--- config.mk ---
export PLATFORM = sky130hd
export DESIGN_NAME = adder4_bist_flat
export DESIGN_NICKNAME = d
export VERILOG_FILES = /design/src/rtl/adder4_bist_pkg.sv /design/src/rtl/adder4_bist_if.sv /design/src/rtl/adder4_bist_vecgen.sv /design/src/rtl/adder4_bist.sv /design/src/flat_wrapper.sv
export SDC_FILE = /design/constraint.sdc
export NUM_CORES = 1
export LEC_CHECK = 0
export ABC_AREA = 1
export BUFFER_PORTS_ARGS = -buffer_cell sky130_fd_sc_hd__clkbuf_2
export CAP_MARGIN = 0
export CORE_MARGIN = 1.5
export CORE_UTILIZATION = 55
export CTS_CLUSTER_DIAMETER = 150
export CTS_CLUSTER_SIZE = 30
export DETAILED_ROUTE_END_ITERATION = 7
export GPL_TIMING_DRIVEN = 0
export HOLD_SLACK_MARGIN = 0.03
export PLACE_DENSITY = 0.85
export RECOVER_POWER = 100
export REMOVE_ABC_BUFFERS = 1
export SETUP_SLACK_MARGIN = 0.3
export SYNTH_ARGS = -nofsm -noshare
export SYNTH_HDL_FRONTEND = slang
export SYNTH_HIERARCHICAL = 1
export SYNTH_SLANG_ARGS = --single-unit
--- constraint.sdc ---
create_clock -name clk -period 3.72 [get_ports clk]
set_clock_uncertainty 0.15 [all_clocks]
set_input_delay 0.186 -clock clk [delete_from_list [all_inputs] [get_ports clk]]
set_output_delay 0.186 -clock clk [all_outputs]
set_load 0.01 [all_outputs]
--- src/rtl/adder4_bist_pkg.sv ---
// Shared definitions for the adder self-test engine: state encodings and
// the default operand width.
package adder4_bist_pkg;

  localparam int WIDTH_DEF = 4;

  localparam logic [1:0] ST_IDLE = 2'd0;
  localparam logic [1:0] ST_RUN  = 2'd1;
  localparam logic [1:0] ST_DONE = 2'd2;

  typedef enum logic [1:0] {
    IDLE = ST_IDLE,
    RUN  = ST_RUN,
    DONE = ST_DONE
  } state_t;

endpackage

--- src/rtl/adder4_bist_if.sv ---
// Operand/result bus between the self-test engine and the adder under test.
// The engine is the master (drives operands, receives the sum); the adder
// is the slave.
interface adder4_bist_if #(
  parameter int WIDTH = 4
);
  logic [WIDTH-1:0] dut_a;
  logic [WIDTH-1:0] dut_b;
  logic [WIDTH-1:0] dut_s;
  logic             dut_cout;

  modport master (
    output dut_a,
    output dut_b,
    input  dut_s,
    input  dut_cout
  );

  modport slave (
    input  dut_a,
    input  dut_b,
    output dut_s,
    output dut_cout
  );
endinterface

--- src/rtl/adder4_bist_vecgen.sv ---
// Vector index and settle counter for the exhaustive operand sweep.
// advance marks the sampling cycle of the current vector; last flags the
// final vector of the sweep.
module adder4_bist_vecgen
  import adder4_bist_pkg::*;
#(
  parameter int WIDTH  = WIDTH_DEF,
  parameter int SETTLE = 1
) (
  input  logic               clk,
  input  logic               rst_n,
  input  logic               clear,
  input  logic               en,
  output logic               advance,
  output logic               last,
  output logic [2*WIDTH-1:0] idx
);

  localparam logic [3:0] SETTLE_C = 4'(SETTLE);

  logic [2*WIDTH-1:0] r_idx;
  logic [3:0]         r_cnt;

  // Hold each vector SETTLE+1 cycles, then step to the next one; the index
  // parks on all-ones after the final compare.
  always_ff @(posedge clk) begin
    if (!rst_n) begin
      r_idx <= '0;
      r_cnt <= '0;
    end else if (clear) begin
      r_idx <= '0;
      r_cnt <= '0;
    end else if (en) begin
      if (r_cnt == SETTLE_C) begin
        r_cnt <= '0;
        if (!last) r_idx <= r_idx + (2*WIDTH)'(1);
      end else begin
        r_cnt <= r_cnt + 4'd1;
      end
    end
  end

  assign last    = &r_idx;
  assign advance = en && (r_cnt == SETTLE_C);
  assign idx     = r_idx;

endmodule

--- src/rtl/adder4_bist.sv ---
// Self-test engine for the ripple adder: sweeps every {A,B} pair, checks
// {cout,S} against a golden sum and keeps pass/fail, an error count and
// the first failing vector for the board to display.
module adder4_bist
  import adder4_bist_pkg::*;
#(
  parameter int WIDTH  = WIDTH_DEF,
  parameter int SETTLE = 1
) (
  input  logic                 clk,
  input  logic                 rst_n,
  input  logic                 start,
  adder4_bist_if.master        bus,
  output logic                 busy,
  output logic                 done,
  output logic                 pass,
  output logic [2*WIDTH:0]     err_count,
  output logic                 fail_valid,
  output logic [2*WIDTH-1:0]   first_fail
);

  localparam int ERR_W = 2*WIDTH + 1;

  state_t             r_state, w_state_nxt;
  logic               w_run, w_start, w_advance, w_last, w_mis;
  logic [2*WIDTH-1:0] w_idx;
  logic [WIDTH:0]     w_gold;
  logic [ERR_W-1:0]   w_err_nxt;

  logic               r_busy, r_done, r_pass, r_fv;
  logic [ERR_W-1:0]   r_err;
  logic [2*WIDTH-1:0] r_ff;

  assign w_run   = (r_state == RUN);
  assign w_start = start && !w_run;

  adder4_bist_vecgen #(
    .WIDTH  (WIDTH),
    .SETTLE (SETTLE)
  ) u_vecgen (
    .clk     (clk),
    .rst_n   (rst_n),
    .clear   (w_start),
    .en      (w_run),
    .advance (w_advance),
    .last    (w_last),
    .idx     (w_idx)
  );

  // Operands come straight from the registered index, so they only move on
  // vector advance or sweep start.
  assign bus.dut_a = w_idx[2*WIDTH-1:WIDTH];
  assign bus.dut_b = w_idx[WIDTH-1:0];

  assign w_gold    = {1'b0, bus.dut_a} + {1'b0, bus.dut_b};
  assign w_mis     = w_advance && ({bus.dut_cout, bus.dut_s} != w_gold);
  assign w_err_nxt = r_err + (w_mis ? ERR_W'(1) : ERR_W'(0));

  // FSM state register.
  always_ff @(posedge clk) begin
    if (!rst_n) r_state <= IDLE;
    else        r_state <= w_state_nxt;
  end

  // Next state: start is honoured only outside RUN; the sweep ends after
  // the last vector has been compared.
  always_comb begin
    w_state_nxt = r_state;
    unique case (r_state)
      IDLE, DONE: if (start) w_state_nxt = RUN;
      RUN:        if (w_advance && w_last) w_state_nxt = DONE;
      default:    w_state_nxt = IDLE;
    endcase
  end

  // Status and result registers; pass folds in the final compare so it is
  // valid on the same cycle done pulses.
  always_ff @(posedge clk) begin
    if (!rst_n) begin
      r_busy <= 1'b0;
      r_done <= 1'b0;
      r_pass <= 1'b0;
      r_fv   <= 1'b0;
      r_err  <= '0;
      r_ff   <= '0;
    end else begin
      r_busy <= (w_state_nxt == RUN);
      r_done <= w_run && (w_state_nxt == DONE);
      if (w_start) begin
        r_pass <= 1'b0;
        r_fv   <= 1'b0;
        r_err  <= '0;
        r_ff   <= '0;
      end else if (w_advance) begin
        r_err <= w_err_nxt;
        if (w_mis && !r_fv) begin
          r_fv <= 1'b1;
          r_ff <= w_idx;
        end
        if (w_last) r_pass <= (w_err_nxt == '0);
      end
    end
  end

  assign busy       = r_busy;
  assign done       = r_done;
  assign pass       = r_pass;
  assign err_count  = r_err;
  assign fail_valid = r_fv;
  assign first_fail = r_ff;

endmodule

--- src/flat_wrapper.sv ---
// flat-port wrapper written by rule: the top's interface ports become plain ports
module adder4_bist_flat import adder4_bist_pkg::*;
#(
  parameter int WIDTH  = WIDTH_DEF,
  parameter int SETTLE = 1
)
  (clk, rst_n, start, busy, done, pass, err_count, fail_valid, first_fail, bus_dut_a, bus_dut_b, bus_dut_s, bus_dut_cout);
  adder4_bist_if #(.WIDTH(WIDTH)) bus_i ();
  input  logic clk;
  input  logic rst_n;
  input  logic start;
  output logic busy;
  output logic done;
  output logic pass;
  output logic [2*WIDTH:0] err_count;
  output logic fail_valid;
  output logic [2*WIDTH-1:0] first_fail;
  output wire logic [$bits(bus_i.dut_a)-1:0] bus_dut_a;
  output wire logic [$bits(bus_i.dut_b)-1:0] bus_dut_b;
  input wire logic [$bits(bus_i.dut_s)-1:0] bus_dut_s;
  input wire logic [$bits(bus_i.dut_cout)-1:0] bus_dut_cout;
  assign bus_dut_a = bus_i.dut_a;
  assign bus_dut_b = bus_i.dut_b;
  assign bus_i.dut_s = bus_dut_s;
  assign bus_i.dut_cout = bus_dut_cout;
  adder4_bist #(.WIDTH(WIDTH), .SETTLE(SETTLE)) u_core (.clk(clk), .rst_n(rst_n), .start(start), .bus(bus_i), .busy(busy), .done(done), .pass(pass), .err_count(err_count), .fail_valid(fail_valid), .first_fail(first_fail));
endmodule
# Word level (Yosys, flattened, before mapping)
# Index checks and enable logic that the tools add are counted.
# word_totals
register_bits	35
inputBits	8
output_inout_bits	29
word_cells	42
# op_classes
addsub	4
n_eq_ne	6
n_mux	5
bitwise	2
n_reduce_logical	16
# op_table
op	count
$add 9x9->9	1
$logic_not 9->1	1
$reduce_and 9->1	1
$add 8x1->8 const B	1
$reduce_and 8->1	1
$logic_and 1x1->1	6
$add 4x4->5	1
$ne 5x5->1	1
$add 4x1->4 const B	1
$eq 2x1->1 const B	2
$eq 2x2->1 const B	2
$eq 4x1->1 const B	1
$mux 2	2
$mux 4	1
$pmux 2 s2	1
$reduce_or 2->1	2
$reduce_and 3->1	1
$logic_not 1->1	2
$logic_not 2->1	1
$not 1->1	2
$reduce_and 2->1	1
$mux 1	1

# Depth between registers and ports, before layout
# Gate-level depths: netlist of run 1.
# logic_depth
depth_word	7
ltp_mapped	20
ltp_nobuf	20

# Modules after synthesis
# Netlist of run 1, hierarchy kept.
# modules_own_cells
mod	n_inst	cells_per_inst	area_each_um2	seq_area_each_um2
adder4_bist	1	217	1387.6	460.4
adder4_bist_vecgen	1	94	643.1	240.2

# Least setup slack after synthesis of run 1
# OpenSTA, ideal clock, no wires.
# synth_timing
path_kind	register to register
from	reg u_core.u_vecgen.r_idx[4], in the netlist u_core/u_vecgen/idx[4]
to	reg u_core.r_pass, in the netlist u_core/pass
setup_time_ns	0.070
arrival_ns	2.661
t_required_ns	3.500
slack_ns	0.839
stages_incl_launch_ff	18
path_buffers	0
synth_period_minus_slack_ns	2.881
path_cell_list	dfxtp_1 ha_1 fa_1 nand2_1 nand2_1 nor2_1 nand3_1 nor2_2 a21oi_1 ha_1 ha_1 nor2_1 nand2_1 nor2_1 nand3_1 nor2_1 nand4_1 a21oi_1
# synth_between
elab_chain_cells	6
word_cells_on_any_way	7
classes_between	2 x add/sub; 1 x eq/ne; 1 x mux; 3 x reduce/logical
# synth_rtl
element	line	text
from (decl)	adder4_bist_vecgen.sv:21	logic [2*WIDTH-1:0] r_idx;
from (signal assigned)	adder4_bist_vecgen.sv:36	if (!last) r_idx <= r_idx + (2*WIDTH)'(1);
$add 4x4->5	adder4_bist.sv:55	assign w_gold = {1'b0, bus.dut_a} + {1'b0, bus.dut_b};
$ne 5x5->1	adder4_bist.sv:56	assign w_mis = w_advance && ({bus.dut_cout, bus.dut_s} != w_gold);
$logic_and 1x1->1	adder4_bist.sv:56	
$mux 1	adder4_bist.sv:57	assign w_err_nxt = r_err + (w_mis ? ERR_W'(1) : ERR_W'(0));
$add 9x9->9	adder4_bist.sv:57	
named net u_core.w_err_nxt[1]	adder4_bist.sv:28	logic [ERR_W-1:0] w_err_nxt;
$logic_not 9->1	adder4_bist.sv:100	if (w_last) r_pass <= (w_err_nxt == '0);
to (signal assigned)	adder4_bist.sv:100	
to (decl)	adder4_bist.sv:30	logic r_busy, r_done, r_pass, r_fv;
# The timed path passes the listed nets, and every way through them passes these cells.
# A chain may end at the register's enable or synchronous reset.

# Worst setup path after layout of run 1
# layout_timing
from	reg u_core.u_vecgen.r_idx[4], in the netlist u_core/u_vecgen/idx[4]
to	reg u_core.r_pass, in the netlist u_core/pass
# layout_between
elab_chain_cells	6
word_cells_on_any_way	7
classes_between	2 x add/sub; 1 x eq/ne; 1 x mux; 3 x reduce/logical
# layout_rtl
element	line
$add 4x4->5	adder4_bist.sv:55
$ne 5x5->1	adder4_bist.sv:56
$logic_and 1x1->1	adder4_bist.sv:56
$mux 1	adder4_bist.sv:57
$add 9x9->9	adder4_bist.sv:57
$logic_not 9->1	adder4_bist.sv:100
# Several ways; a longest one is shown, not always the timed one.

==> flow_summary_export.csv, run 1 <==
group,metric,value,unit
placement,post-place-ws,0.588,ns
finish,fin_area,2300,um^2
critical_path,cp.required,3.79,ns
synthesis,netlist_area,2030,um^2
clock_network,cts_tree,"yes",
clock_network,clk_path_buf_depth,2,
critical_path,max_stage_delay,0.49,ns
timing,setup_slack,0.595,ns
synthesis,synth_flop_cell,"dfxtp_1",
routing,wl,4.37,mm
critical_path,cp_common_cell,"nand2_1",
finish,antenna_cells,0,
timing,worst_pin_slew,0.866,ns
pwr,fin_total_pwr,0.782,mW
clock_network,cts-htree-levels,2,
critical_path,path_class,"reg2reg",
clock_network,clock_latency,0.29,ns
synthesis,ys_ff_latch,35,
pwr,powerDensity,340,nW/um^2
global_route,first_global_vias,1839,
critical_path,critPathMaxFanout,8,
critical_path,cp_slowest_cell,"dfxtp_1",
pwr,ir_drop,0.233,mV
timing,maxSlewViolCount,0,
floorplan,die_y,63.8,um
clock_network,postCtsResizedCells,0,
routing,num_vias,1969,
finish,drive_above_1_share,0.0680,
critical_path,path_delay_family,"adder cells",
critical_path,crit_arrival,3.20,ns
synthesis,yosysSeqAreaShare,0.345,
job,maxCapViolCount,0,
placement,hpwl,3.03,mm
synthesis,synthDistinctLibCells,26,
timing,fin_tns_setup,0,ns
clock_network,cts_made_buffers,5,
critical_path,cp.buffers_inverters,1,
floorplan,core_area,3440,um^2
routing,drtPass1Iterations,6,
clock_network,clkTransAtPathRegs,0.08,ns
floorplan,die_area,4070,um^2
placement,place.port_buffers,36,
global_route,grt_overflow,0,
timing,setup_viol,0,
critical_path,cp-end-kind,"register",
clock_network,cts.sinks,35,
clock_network,clockRootBuffer,"clkbuf_8",
floorplan,die_w,63.8,um
finish,layout.nets,368,
global_route,grt_max_degree,25,
clock_network,cts_setup_buffers,0,
routing,drc,0,
global_route,track_usage,0.235,
floorplan,rows,21,
pwr,power.leakage,1.06,nW
floorplan,start_util,0.590,
floorplan,boundaryPins,37,
synthesis,netlist_top_cells_area,"dfxtp_1 (35%), nand2_1 (14%), inv_1 (12%)",
finish,multi_input_area,1010,um^2
finish,fillerInstances,329,
placement,place_congestion,0.852,
timing,min_period_over_period,0.840,
finish,ff_latch_area,701,um^2
placement,place_area,2250,um^2
outcome,outcome,"finished, final reports clean",
timing,max_freq,320,MHz
worst_hold_path,hold_path_class,"in2reg",
synthesis,synthCells,311,
timing,timing.final.crit_period,3.13,ns
synthesis,syn_avg_cell_area,6.53,um^2
global_route,antenna_found_initial,0,
synthesis,async_reset_ff_frac,0,
synthesis,synth_top_area_frac,0.345,
routing,wire_per_inst,10.9,um
routing,postRouteAntennaNets,0,
routing,via_per_inst,4.93,
routing,drt_iter0_markers,126,
synthesis,synth_edf_count,0,
timing,hold_viol_final,0,
synthesis,synth_warnings,6,
timing,grt_setup_unrepaired,"no",
timing,maxSlewHeadroom,0.420,
synthesis,synth.largest_area_cell,"dfxtp_1",
critical_path,start_kind,"register",
global_route,grt_first_pass_wirelength,7.60,mm
critical_path,crit_path_cell_trace,"ha_1 -> fa_1 -> nand2_1 -> nand2_1 -> nor2_1 -> nand3_1 -> nor2_1 -> a21oi_1 -> ha_1 -> ha_1 -> nand2_1 -> nor2_1 -> nand2_1 -> nand2_1 -> inv_1 -> nand3_1 -> nor2_1 -> nand4_1 -> a21oi_1",
finish,area_growth,13.2,%
## worst reg2reg max path, stage by stage, from the launching register on
cell and delay, ns:
dfxtp_1 0.49, ha_1 0.25, fa_1 0.44, nand2_1 0.08
nand2_1 0.05, nor2_1 0.10, nand3_1 0.07, nor2_1 0.15
a21oi_1 0.09, ha_1 0.24, ha_1 0.24, nand2_1 0.09
nor2_1 0.07, nand2_1 0.07, nand2_1 0.07, inv_1 0.06
nand3_1 0.06, nor2_1 0.09, nand4_1 0.09, a21oi_1 0.13
## through the flow
stage	utilization	hold WS [ns]	instances
6_report	0.668	0.0638	399
5_1_grt	0.668	0.0770	399
4_1_cts	0.688	0.0459	398
3_5_place_dp	0.652	0.316	389
3_3_place_gp	0.652	0.310	389
2_1_floorplan	-	0.205	307
## layer usage
layer	vias up	wire, um	global-route usage
met2	49	2130	0.396
met4	0	27	0.111
li1	1039	-	-
met5	-	0	0
met1	877	2000	0.290
met3	4	212	0.0440
## worst paths after layout
kind	startpoint	to	slack, ns	depth (start not counted)
max	u_core/u_vecgen/idx[4]	u_core/pass	0.59	19
min	rst_n	u_core/done	0.06	3
max reg2reg	u_core/u_vecgen/idx[4]	u_core/pass	0.59	19
min reg2reg	u_core/pass	u_core/pass	0.32	2
## cell usage after synthesis (all sizes together), types with 2 or more instances
library cell  instances
buf                   2
xor2                  6
a21oi                21
nor2                 40
nand4                13
ha                    7
inv                  69
dfxtp                35
o21ai                 8
clkbuf                2
nand3                17
nor3                  3
nand2                82
## area by class of cell
class / instances / share of cell area
flip-flops and latches: 35 / 0.305
multi-input cells: 203 / 0.440
clock inverters: 3 / 0.0191
repair buffers: 37 / 0.0670
well taps: 46 / 0.0250
inverters: 70 / 0.114
clock buffers: 5 / 0.0299
## placed cells by master (no fill, tap or decap)
cell            n
nand2_1        79
nor2_4          2
dfxtp_1        35
inv_2           2
nand2_2         2
xor2_1          6
nand2_4         1
clkinv_4        1
nand3b_1        1
clkinv_2        1
a21oi_1        21
nor3_1          3
fa_1            1
clkbuf_2        7
nand3_1        17
bufinv_16       1
dlygate4sd3_1   1
a31oi_1         1
clkinv_1        1
nor2_1         37
ha_1            7
nand4_1        13
o211ai_1        1
clkbuf_1       29
nor2_2          2
clkbuf_8        5
inv_1          67
o21ai_0         8
xnor2_1         1
## power by group
part	switching, mW	internal (mW)
sequential	0.00345	0.380
clock	0.146	0.200
combinational	0.0362	0.0174
## repair_timing
action | in CTS | in global routing
hold endpoints to repair | 2 | 0
hold buffers | 1 | 0
endpoints found under the setup margin | 0 | 1
## cells by family (layout without fill, tap and decap cells)
kind of cell,Yosys count,count (layout),share of synthesized area
AOI/OAI and AO/OA,31,31,0.0783
adders and majority gates,8,8,0.0530
buffers and inverters,74,115,0.140
and+or+nand+nor,156,157,0.353
xor gates and xnor gates,7,7,0.0302
DFF,35,35,0.345
## flip-flops by register name (all words and copies together) (netlist names)
signal                 flops
u_core/done                1
u_core/u_vecgen/idx        8
u_core/fail_valid          1
u_core/u_vecgen/r_cnt      4
u_core/busy                1
u_core/r_state             2
u_core/first_fail          8
u_core/err_count           9
u_core/pass                1
No activity file was read; power rests on OpenSTA's default activity.
==> run 2, diff against run 1 <==
--- a/config.mk
+++ b/config.mk
@@ -5,11 +5,11 @@
 export SDC_FILE = /design/constraint.sdc
 export NUM_CORES = 1
 export LEC_CHECK = 0
-export ABC_AREA = 1
+export ABC_AREA = 0
 export BUFFER_PORTS_ARGS = -buffer_cell sky130_fd_sc_hd__clkbuf_2
 export CAP_MARGIN = 0
 export CORE_MARGIN = 1.5
-export CORE_UTILIZATION = 55
+export CORE_UTILIZATION = 54
 export CTS_CLUSTER_DIAMETER = 150
 export CTS_CLUSTER_SIZE = 30
 export DETAILED_ROUTE_END_ITERATION = 7
==> constraint.sdc (replaced) <==
create_clock -name clk -period 3.25 [get_ports clk]
set_clock_uncertainty 0.15 [all_clocks]
set_input_delay 0.1625 -clock clk [delete_from_list [all_inputs] [get_ports clk]]
set_output_delay 0.1625 -clock clk [all_outputs]
set_load 0.01 [all_outputs]
==> flow_summary_export.csv, run 2 <==
group,metric,value,unit
timing,maxSlewViolCount,0,
synthesis,synth_flop_cell,"dfxtp_1",
worst_hold_path,hold_path_class,"in2reg",
clock_network,clkTransAtPathRegs,0.11,ns
finish,area_growth,20.6,%
routing,via_per_inst,5.32,
timing,maxSlewHeadroom,0.362,
synthesis,yosysSeqAreaShare,0.399,
synthesis,yosysMostFrequentCell,"dfxtp_1",
critical_path,start_kind,"register",
placement,hpwl,2.39,mm
synthesis,synth_warnings,6,
critical_path,path_class,"reg2reg",
critical_path,critPathMaxFanout,4,
critical_path,max_stage_delay,0.41,ns
floorplan,boundaryPins,37,
routing,num_vias,1549,
routing,drc,0,
clock_network,cts_made_buffers,5,
critical_path,cp.buffers_inverters,1,
outcome,outcome,"finished, final reports clean",
synthesis,synth_edf_count,0,
critical_path,cp.required,3.38,ns
synthesis,syn_avg_cell_area,8.83,um^2
synthesis,synth_top_cells_by_count,"dfxtp_1 (35), nand2_1 (27), nor2_1 (20)",
clock_network,clockRootBuffer,"clkbuf_4",
job,maxCapViolCount,0,
synthesis,ys_ff_latch,35,
floorplan,die_w,60.0,um
clock_network,clk_path_buf_depth,2,
placement,place_congestion,0.768,
synthesis,synthCells,199,
timing,setup_viol,0,
global_route,grt_max_degree,20,
clock_network,cts_tree,"yes",
floorplan,rows,20,
routing,wire_per_inst,13.5,um
synthesis,synth_top_area_frac,0.399,
timing,grt_setup_unrepaired,"yes",
floorplan,die_area,3600,um^2
routing,drtPass1Iterations,4,
synthesis,netlist_area,1760,um^2
clock_network,clock_latency,0.34,ns
timing,hold_viol_final,0,
critical_path,cp-end-kind,"register",
global_route,antenna_found_initial,0,
pwr,powerDensity,338,nW/um^2
clock_network,cts.sinks,35,
critical_path,cp_slowest_cell,"fa_2",
placement,place.port_buffers,36,
finish,final_cell_mix,"dfxtp_1 (35), clkbuf_1 (30), nand2_1 (27)",
synthesis,synth.largest_area_cell,"dfxtp_1",
timing,max_freq,323,MHz
finish,fillerInstances,260,
routing,wl,3.94,mm
global_route,grt_overflow,0,
floorplan,die_y,60.0,um
pwr,power.leakage,0.785,nW
finish,instances_no_fill,291,
finish,antenna_cells,0,
floorplan,start_util,0.571,
synthesis,async_reset_ff_frac,0,
timing,timing.final.crit_period,3.09,ns
finish,final_common_cell,"dfxtp_1",
timing,worst_pin_slew,0.957,ns
finish,layout.nets,262,
global_route,first_global_vias,1367,
synthesis,netlist_top_cells_area,"dfxtp_1 (40%), xor2_1 (6.0%), nand2_1 (5.8%)",
placement,placed_cells,272,
routing,drt_iter0_markers,74,
critical_path,crit_path_cell_trace,"ha_4 -> fa_2 -> xnor2_2 -> xnor2_1 -> nor3_2 -> a31oi_2 -> ha_2 -> ha_4 -> buf_4 -> nand2_1 -> o21ai_2 -> a22o_1 -> nand4_1 -> o21ai_1",
critical_path,path_delay_family,"adder cells",
global_route,track_usage,0.220,
clock_network,cts-htree-levels,2,
global_route,grt_first_pass_wirelength,5.90,mm
routing,postRouteAntennaNets,0,
finish,utilization,0.688,
critical_path,cp_common_cell,"ha_4",
synthesis,synthDistinctLibCells,36,
critical_path,crit_arrival,3.23,ns
pwr,ir_drop,0.217,mV
finish,largest_reg_flops,9,
timing,min_period_over_period,0.952,
finish,drive_above_1_share,0.162,
floorplan,core_area,3080,um^2
[run 2: worst reg2reg max path: stages, from the launching register on]
cell and delay, ns:
dfxtp_1 0.37, ha_4 0.19, fa_2 0.41, xnor2_2 0.16, xnor2_1 0.23, nor3_2 0.10
a31oi_2 0.27, ha_2 0.26, ha_4 0.17, buf_4 0.13, nand2_1 0.06, o21ai_2 0.12
a22o_1 0.15, nand4_1 0.11, o21ai_1 0.17
[run 2: logic make-up after synthesis]
group,Yosys count,synth area share
AOI/OAI and AO/OA,30,0.117
adders and majority gates,8,0.0613
DFF,35,0.399
xor gates and xnor gates,21,0.105
muxes,10,0.0570
buffers and inverters,12,0.0299
and+or+nand+nor,83,0.231
[run 2: per-layer routing]
metal	vias up	wire length [um]	global-route usage
li1	784	-	-
met1	721	1840	0.277
met2	38	1900	0.352
met3	6	156	0.0693
met4	0	39	0.0825
met5	-	0	0
[run 2: timing repair]
item	4_1_cts	5_1_grt
resized for setup	20	5
setup endpoints to repair	6	4
endpoints found under the hold margin	4	0
buffers inserted	5	3
hold buffers	3	0
pin swaps	10	2
[run 2: area by class of cell]
| cell class | instances | area, um^2 | share of cell area |
|---|---|---|---|
| Multi-Input combinational cell | 152 | 1060 | 0.502 |
| Sequential cell | 35 | 701 | 0.331 |
| Timing Repair Buffer | 47 | 230 | 0.109 |
| Tap cell | 44 | 55.1 | 0.0260 |
| Clock buffer | 7 | 45.0 | 0.0213 |
| Inverter | 5 | 18.8 | 0.00886 |
| Clock inverter | 1 | 5.00 | 0.00236 |
[run 2: through the flow]
step	area [um^2]	hold WS, ns	total power [mW]	TNS [ns]	setup slack [ns]
after CTS	2150	0.199	0.716	0	0.295
final	2120	0.259	0.716	0	0.157
after floorplan	1720	0.185	0.474	0	0.107
after global routing	2120	0.247	0.747	0	0.0991
after global placement	1960	0.292	0.488	-0.111	-0.111
after detailed placement	1960	0.296	0.489	-0.176	-0.174
[run 2: path summary, 6_finish.rpt]
| kind | startpoint | end | slack [ns] | cells after the start |
|---|---|---|---|---|
| max | u_core/u_vecgen/idx[4] | u_core/pass | 0.16 | 14 |
| min | bus_dut_cout | u_core/fail_valid | 0.26 | 4 |
| max reg2reg | u_core/u_vecgen/idx[4] | u_core/pass | 0.16 | 14 |
| min reg2reg | u_core/first_fail[3] | u_core/first_fail[3] | 0.31 | 2 |
[run 2: where the power goes]
group,internal [mW],switching (mW)
combinational,0.0208,0.0338
sequential,0.432,0.00277
clock,0.0843,0.142
